===== config.mk =====
export PLATFORM = sky130hd
export DESIGN_NAME = fetch_unit
export DESIGN_NICKNAME = d
export VERILOG_FILES = /design/src/rtl/fetch_unit.sv
export SDC_FILE = /design/constraint.sdc
export NUM_CORES = 1
export LEC_CHECK = 0
export ABC_AREA = 1
export CAP_MARGIN = 20
export CORE_MARGIN = 4
export CORE_UTILIZATION = 41
export DETAILED_ROUTE_END_ITERATION = 10
export HOLD_SLACK_MARGIN = 0.02
export PLACE_DENSITY = 0.73
export REMOVE_ABC_BUFFERS = 1
export SLEW_MARGIN = 40
export SYNTH_ARGS = -nofsm -noshare
export SYNTH_HDL_FRONTEND = slang
export SYNTH_SLANG_ARGS = --single-unit

===== constraint.sdc =====
create_clock -name clk -period 3.35 [get_ports clk]
set_clock_uncertainty 0.1 [all_clocks]
set_input_delay 1.005 -clock clk [delete_from_list [all_inputs] [get_ports clk]]
set_output_delay 1.005 -clock clk [all_outputs]
set_load 0.01 [all_outputs]

===== src/rtl/fetch_unit.sv =====
// Instruction-fetch stage: owns the PC, drives the instruction memory and fills the IF/ID register.
// Optional FETCH_MISALIGN_CHECK_EN turns a misaligned PC into an address-misaligned fetch exception.
module fetch_unit #(
  parameter int              XLEN      = 64,
  parameter logic [XLEN-1:0] RESET_PC  = '0,
  parameter logic [31:0]     NOP_INSTR = 32'h0000_0013
) (
  input  logic            clk,
  input  logic            rst,
  output logic [XLEN-1:0] imem_pc,
  input  logic [31:0]     imem_instr,
  input  logic            imem_exc_en,
  input  logic [3:0]      imem_exc_code,
  input  logic [XLEN-1:0] imem_exc_val,
  input  logic            redirect_valid,
  input  logic [XLEN-1:0] redirect_pc,
  input  logic            id_ready,
  output logic            if_valid,
  output logic [XLEN-1:0] if_pc,
  output logic [31:0]     if_instr,
  output logic            if_exc_en,
  output logic [3:0]      if_exc_code,
  output logic [XLEN-1:0] if_exc_val,
  output logic [63:0]     fetch_count
);

  typedef enum logic {RUN, HALT} state_t;

  state_t          state_reg;
  logic [XLEN-1:0] pc_reg;
  logic            if_valid_reg;
  logic [XLEN-1:0] if_pc_reg;
  logic [31:0]     if_instr_reg;
  logic            if_exc_en_reg;
  logic [3:0]      if_exc_code_reg;
  logic [XLEN-1:0] if_exc_val_reg;
  logic [63:0]     fetch_count_reg;

  logic load;
  logic misaligned;

  assign load = (state_reg == RUN) && (!if_valid_reg || id_ready);

`ifdef FETCH_MISALIGN_CHECK_EN
  assign misaligned = |pc_reg[1:0];
`else
  assign misaligned = 1'b0;
`endif

  always_ff @(posedge clk) begin
    if (rst) begin
      state_reg       <= RUN;
      pc_reg          <= RESET_PC;
      if_valid_reg    <= 1'b0;
      if_pc_reg       <= '0;
      if_instr_reg    <= NOP_INSTR;
      if_exc_en_reg   <= 1'b0;
      if_exc_code_reg <= 4'd0;
      if_exc_val_reg  <= '0;
      fetch_count_reg <= 64'd0;
    end else begin
      // A handoff is counted even when a redirect flushes the stage in the same cycle.
      if (if_valid_reg && id_ready)
        fetch_count_reg <= fetch_count_reg + 64'd1;

      if (redirect_valid) begin
        pc_reg       <= redirect_pc;
        if_valid_reg <= 1'b0;
        state_reg    <= RUN;
      end else if (load) begin
        if_valid_reg <= 1'b1;
        if_pc_reg    <= pc_reg;
        if (misaligned) begin
          if_instr_reg    <= NOP_INSTR;
          if_exc_en_reg   <= 1'b1;
          if_exc_code_reg <= 4'd0;
          if_exc_val_reg  <= pc_reg;
          state_reg       <= HALT;
        end else if (imem_exc_en) begin
          if_instr_reg    <= NOP_INSTR;
          if_exc_en_reg   <= 1'b1;
          if_exc_code_reg <= imem_exc_code;
          if_exc_val_reg  <= imem_exc_val;
          state_reg       <= HALT;
        end else begin
          if_instr_reg    <= imem_instr;
          if_exc_en_reg   <= 1'b0;
          if_exc_code_reg <= 4'd0;
          if_exc_val_reg  <= '0;
          pc_reg          <= pc_reg + XLEN'(4);
        end
      end else if (if_valid_reg && id_ready) begin
        // Only reachable in HALT: the exception entry leaves and the stage goes idle.
        if_valid_reg <= 1'b0;
      end
    end
  end

  assign imem_pc     = pc_reg;
  assign if_valid    = if_valid_reg;
  assign if_pc       = if_pc_reg;
  assign if_instr    = if_instr_reg;
  assign if_exc_en   = if_exc_en_reg;
  assign if_exc_code = if_exc_code_reg;
  assign if_exc_val  = if_exc_val_reg;
  assign fetch_count = fetch_count_reg;

endmodule


==> results.md <==
* Hold path depth at 2
* Pleak at 7.39 nW
* Buf+Inv Stages, Crit Path at 1
* Placed cell count at 2,949
* Post-DP Area at 0.0192 sq mm
* Post-CTS Setup Bufs at 0
* Initial Util at a little over two fifths
* Largest delay share family, worst path: buffers and inverters
* Top Ports at between 400 and 500
* Setup TNS at 0 ns
* Synth area leaders: dfxtp_1, nand2_1, nor2_1
* R2r worst-path depth at 10
* Sequential area share after synthesis at between 40% and 50%
* Hold crit path type: register to register
* Clock Pin Slew Worst Setup and Hold Paths at 0.06 ns
* Status: complete, no violations
* Critical path launch point type: register
* RR Startpoint: imem_pc[2]$_SDFFE_PP0P_
* Met2 Track Usage GR at roughly half
* Largest net degree at the start of global routing at 162
* Pre-CTS setup slack at 0.0985 ns
* Internal at 6.68 mW
* H-tree Lvls at 2
* Root Buffer: clkbuf_16
* Global Route Usage Sum at 29.2%
* Antenna violations before repair at 7
* Netlist cell types at 44
* Yosys synthesis warning count at 0
* Average wire per cell in the routed design at approximately 19 um
* Switching power total at between 2 and 2.5 mW
* Most frequent cells in the layout: nand2_1, clkdlybuf4s50_1, dfxtp_1
* Clk pwr share at 43.8%
* Max frequency at ~350 MHz
* Number of remaining DRC errors at 0
* Hold path start: if_exc_val[23]$_SDFFE_PP0P_
* Critical-path cell with the highest stage delay: clkdlybuf4s50_1
* Area Overhead vs Synth at 43.9%
* CP startpoint: imem_pc[52]$_SDFFE_PP0P_
* Unrepaired setup endpoints after global routing: no
* DR vias/cell at around 5.3
* #FFs+latches synth at 295
* Synth Area per Inst at 6.71 sq um
* Share of cells above drive strength 1 at 5.85%
* Final slew viol count at 0
* Overall die width at 194 um
* Worst VDD drop at 386 uV
* Clock Latency Late Sink at around 0.52 ns
* Post-DP HPWL at 43,600 um
* Worst Setup End Kind: primary output
* Combinational Power Share at 13.7%
* CP peak stage delay at between 0.6 and 0.7 ns
* Switching Fraction at 26.2%
* First-pass GRT wire length at 88,800 um
* Cell area power density at 444 mW/mm^2
* Bufs on Longest Clock Path at 3
* CTS Buf Count at 36
* Leading area contributor after synthesis: dfxtp_1
* Fin cells at about 3,000
* Final Hold Viols at 0
* Relative slew slack at a little over two fifths
* Cell area after layout at 0.0204 sq mm
* Final ANT Viol Nets at 0
* Commonest non-fill, non-tap cell in the layout: nand2_1
* Cells after Synth at 2,111
* Final Cycle Share at a little over four fifths
* Top cell type's share of synthesized area at about two fifths
* CTS tree: yes
* Nets at 2,710
* Mapped Area at 0.0142 sq mm
* Hold-fix buffers, CTS at 0
* Std-Cell Rows at 67
* Vias in the first global route at around 15,000
* Die H at 194 um
* Critical setup path kind: register to primary output
* Critical path required time at 2.24 ns
* Post-Route WL at slightly below 60,000 um
* Die Area at 0.0376 sq mm
* Port buffer count at 462
* Critical Path AT at roughly 1.7 ns
* TritonCTS Sinks at 295
* Gr busiest metal: met2
* DRT Pass-1 Iters at 5
* Levels on crit path at 1
* Met1 Usage GRT at 36.1%
* Cells along the critical path: clkdlybuf4s50_1
* Placeable Area at around 0.034 sq mm
* Via total after detailed routing at 15,943
* Fin util at 60.3%
* Min cycle time layout at approximately 2.8 ns
* CP max FO at 6
* Routability cong. at 0.982
* Iter 0 DRT Violations at 1,158
* Final WS setup at 0.510 ns
* Fillcell total at 3,134
* Max cap viols at 0
* Worst slew pin tran at 0.862 ns
* Grt met3 use at 7.73%
* Area of the multi-input gates at 0.00715 sq mm
* Global route overflow at 0
* Part of the power in registers at a little over two fifths
* Post-cts sizing count at 0
* Register Area at 0.00591 sq mm
* Final Setup Violations at 0
==> final cells by class <==
cell class / count / area share (%)
flip-flops and latches: 295 / 29.0
inverters: 184 / 3.42
diodes: 5 / 0.0614
clock buffers: 46 / 5.01
clock inverters: 17 / 0.914
well taps: 448 / 2.75
multi-input cells: 1538 / 35.1
repair buffers: 484 / 23.8
==> power groups by stage <==
stage	registers, mW	clock network, mW	logic, mW
global route	3.86	4.16	1.33
global placement	3.91	0	1.22
detailed placement	3.91	0	1.24
CTS	3.84	4.02	1.24
floorplan	3.93	0	0.360
finish	3.84	3.97	1.24
==> cell usage after synthesis, drive strengths merged <==
master / instances
clkbuf: 54
nand2: 559
a22o: 1
o221a: 1
nor3: 15
o211ai: 1
nor2: 313
nor3b: 3
clkinv: 3
a21o: 1
buf: 40
or2: 1
xor2: 25
inv: 181
a21oi: 192
o21bai: 2
xnor2: 11
dfxtp: 295
o21ai: 175
ha: 2
o21a: 1
nand4: 32
nand3b: 3
and3: 1
nand3: 181
a31oi: 18
==> metrics by stage <==
step / power (mW) / hold slack (ns)
floorplan: 4.29 / 0.356
finish: 9.05 / 0.361
CTS: 9.10 / 0.363
global placement: 5.13 / 0.340
global route: 9.35 / 0.381
detailed placement: 5.14 / 0.347
==> path summary, 6_finish.rpt <==
| path | to | slack [ns] |
|---|---|---|
| min reg2reg | if_exc_val[23]$_SDFFE_PP0P_ | 0.36 |
| min | if_exc_val[23]$_SDFFE_PP0P_ | 0.36 |
| max | imem_pc[52] | 0.51 |
| max reg2reg | imem_pc[62]$_SDFFE_PP0P_ | 1.07 |
==> layer usage <==
layer | part of all wire, % | routed length, um | up-vias
li1 | - | - | 7683
met4 | 4.7 | 2720 | 2
met1 | 40 | 23200 | 7431
met3 | 9.3 | 5400 | 136
met2 | 46 | 27000 | 691
met5 | 0.022 | 13 | -
==> logic make-up (layout without fill, tap and decap cells) <==
| group | Yosys count | count (layout) | synth area share, % |
|---|---|---|---|
| other | 0 | 5 | 0 |
| AND/OR/NAND/NOR | 1108 | 1108 | 33.8 |
| buffers and inverters | 278 | 731 | 7.92 |
| adder cells (fa/ha/maj) | 2 | 2 | 0.177 |
| XOR/XNOR | 36 | 36 | 2.22 |
| AO/OA/AOI/OAI | 392 | 392 | 14.2 |
| flip-flops | 295 | 295 | 41.7 |
(Power assumes the default switching activity.)
==> RTL edit (config.mk and constraints unchanged) <==
Set the parameter `XLEN` to 32 (it was 64).
--- a/src/rtl/fetch_unit.sv
+++ b/src/rtl/fetch_unit.sv
@@ -2,5 +2,5 @@
 // Optional FETCH_MISALIGN_CHECK_EN turns a misaligned PC into an address-misaligned fetch exception.
 module fetch_unit #(
-  parameter int              XLEN      = 64,
+  parameter int              XLEN      = 32,
   parameter logic [XLEN-1:0] RESET_PC  = '0,
   parameter logic [31:0]     NOP_INSTR = 32'h0000_0013
Interface: changed (5 resized); port bits go from 463 to 303. The function was not compared with the original's and may differ.
==> RTL edit against the original RTL <==
Via count is 37% lower. Area after synthesis fell by 33%. Worst hold slack got worse by 0.025 ns. Setup slack gained 0.12 ns. Non-clock buffer count down 170. Core utilization fell by 1.7 points. Total power fell by 41%. Count of clock-buffer cells in the layout down 29. Sequential share of layout area increased by 0.93 points. Sequential cell count down 96. Routed wire length shrank 46%. Combinational power down 44%. Cell area decreased by 35%.
==> RTL edit: results <==
export IMPL_multiInputGateArea_um2=4680
export IMPL_min_path_cells=1
export IMPL_grt_max_degree=104
export IMPL_cp_arrival_ns=1.62
export IMPL_peakVddDrop_v=0.000310
export IMPL_syn2layout_area_growth_pct=40.7
export IMPL_slowest_delay_ns=0.66
export IMPL_placed_cells=1916
export IMPL_gr_usage_met3_pct=6.55
export IMPL_crit_start="imem_pc[20]$_SDFFE_PP0P_"
export IMPL_rrSetupSlack_ns=1.37
export IMPL_synthDistinctLibCells=39
export IMPL_htreeDepth=4
export IMPL_grt_pass1_wl_um=49800
export IMPL_synth_compound_area_share_pct=12.5
export IMPL_met2_usage_pct=39.6
export IMPL_drt_total_wl_um=31200
export IMPL_dp_hpwl_um=23000
export IMPL_antennaDiodeCount=1
export IMPL_clkCellAreaFrac_pct=4.69
export IMPL_r2r_cells=12
export IMPL_yosys_top_cells_area="dfxtp_1 42%, nand2_1 13%, nand3_1 7.0%"
export IMPL_num_multi_input_gates=980
export IMPL_buffer_area_share_pct=23.7
export IMPL_layout_nets=1757
export IMPL_synth_common_cells="323 x nand2_1, 199 x dfxtp_1, 171 x nor2_1"
export IMPL_buffers=314
export IMPL_status="completed"
export IMPL_seq_area_frac_synth_pct=42.1
export IMPL_timing_rr_start="imem_pc[2]$_SDFFE_PP0P_"
export IMPL_p_switching_mw=1.52
export IMPL_layout_drive_gt1_share_pct=6.43
export IMPL_nNonClkInverters=138
export IMPL_num_rows=55
export IMPL_min_to="if_valid$_SDFFE_PP0P_"
export IMPL_synth_adder_area_share_pct=0.264
export IMPL_insertion_delay_ns=0.44
export IMPL_critPathCapture="imem_pc[20]"
export IMPL_io_buffers=302
export IMPL_grt_use_total_pct=23.6
export IMPL_worstPathMaxFanout=8
export IMPL_postSynthCellCount=1377
export IMPL_viasPerCell=5.12
export IMPL_ys_ff_latch=199
export IMPL_gr_usage_met1_pct=28.7
export IMPL_fillers=2131
export IMPL_slew_headroom_pct=62.3
export IMPL_worst_r2r_endpoint="imem_pc[16]$_SDFFE_PP0P_"
export IMPL_numCtsBuffers=17
export IMPL_cts_buffer_depth=2
export IMPL_fin_crit_sh_pct=81.2
export IMPL_seq_area_share_pct=29.9
export IMPL_gp_congestion=0.926
export IMPL_p_leak_nw=4.90
==> RTL edit: changes by cell type in the layout (fill, tap and decap cells not counted), sizes merged, moves of 11 or more <==
| cell | delta |
|---|---|
| xor2 | -11 |
| dfxtp | -96 |
| nand2 | -222 |
| inv | -38 |
| a21oi | -76 |
| clkbuf | -29 |
| clkdlybuf4s50 | -158 |
| buf | -12 |
| o21ai | -85 |
| nand3 | -44 |
| nor2 | -112 |
==> RTL edit: power groups by stage <==
stage	clock [mW]	sequential (mW)	combinational [mW]
global route	2.26	2.55	0.753
global placement	0	2.59	0.690
finish	2.13	2.54	0.693
detailed placement	0	2.59	0.695
floorplan	0	2.62	0.209
CTS	2.17	2.54	0.699
==> RTL edit: layer usage <==
| metal | up-vias | routed length, um | part of all wire [%] |
|---|---|---|---|
| met4 | 2 | 885 | 2.8 |
| met1 | 4562 | 13000 | 42 |
| met2 | 361 | 14700 | 47 |
| met5 | - | 8 | 0.026 |
| li1 | 5004 | - | - |
| met3 | 58 | 2650 | 8.5 |
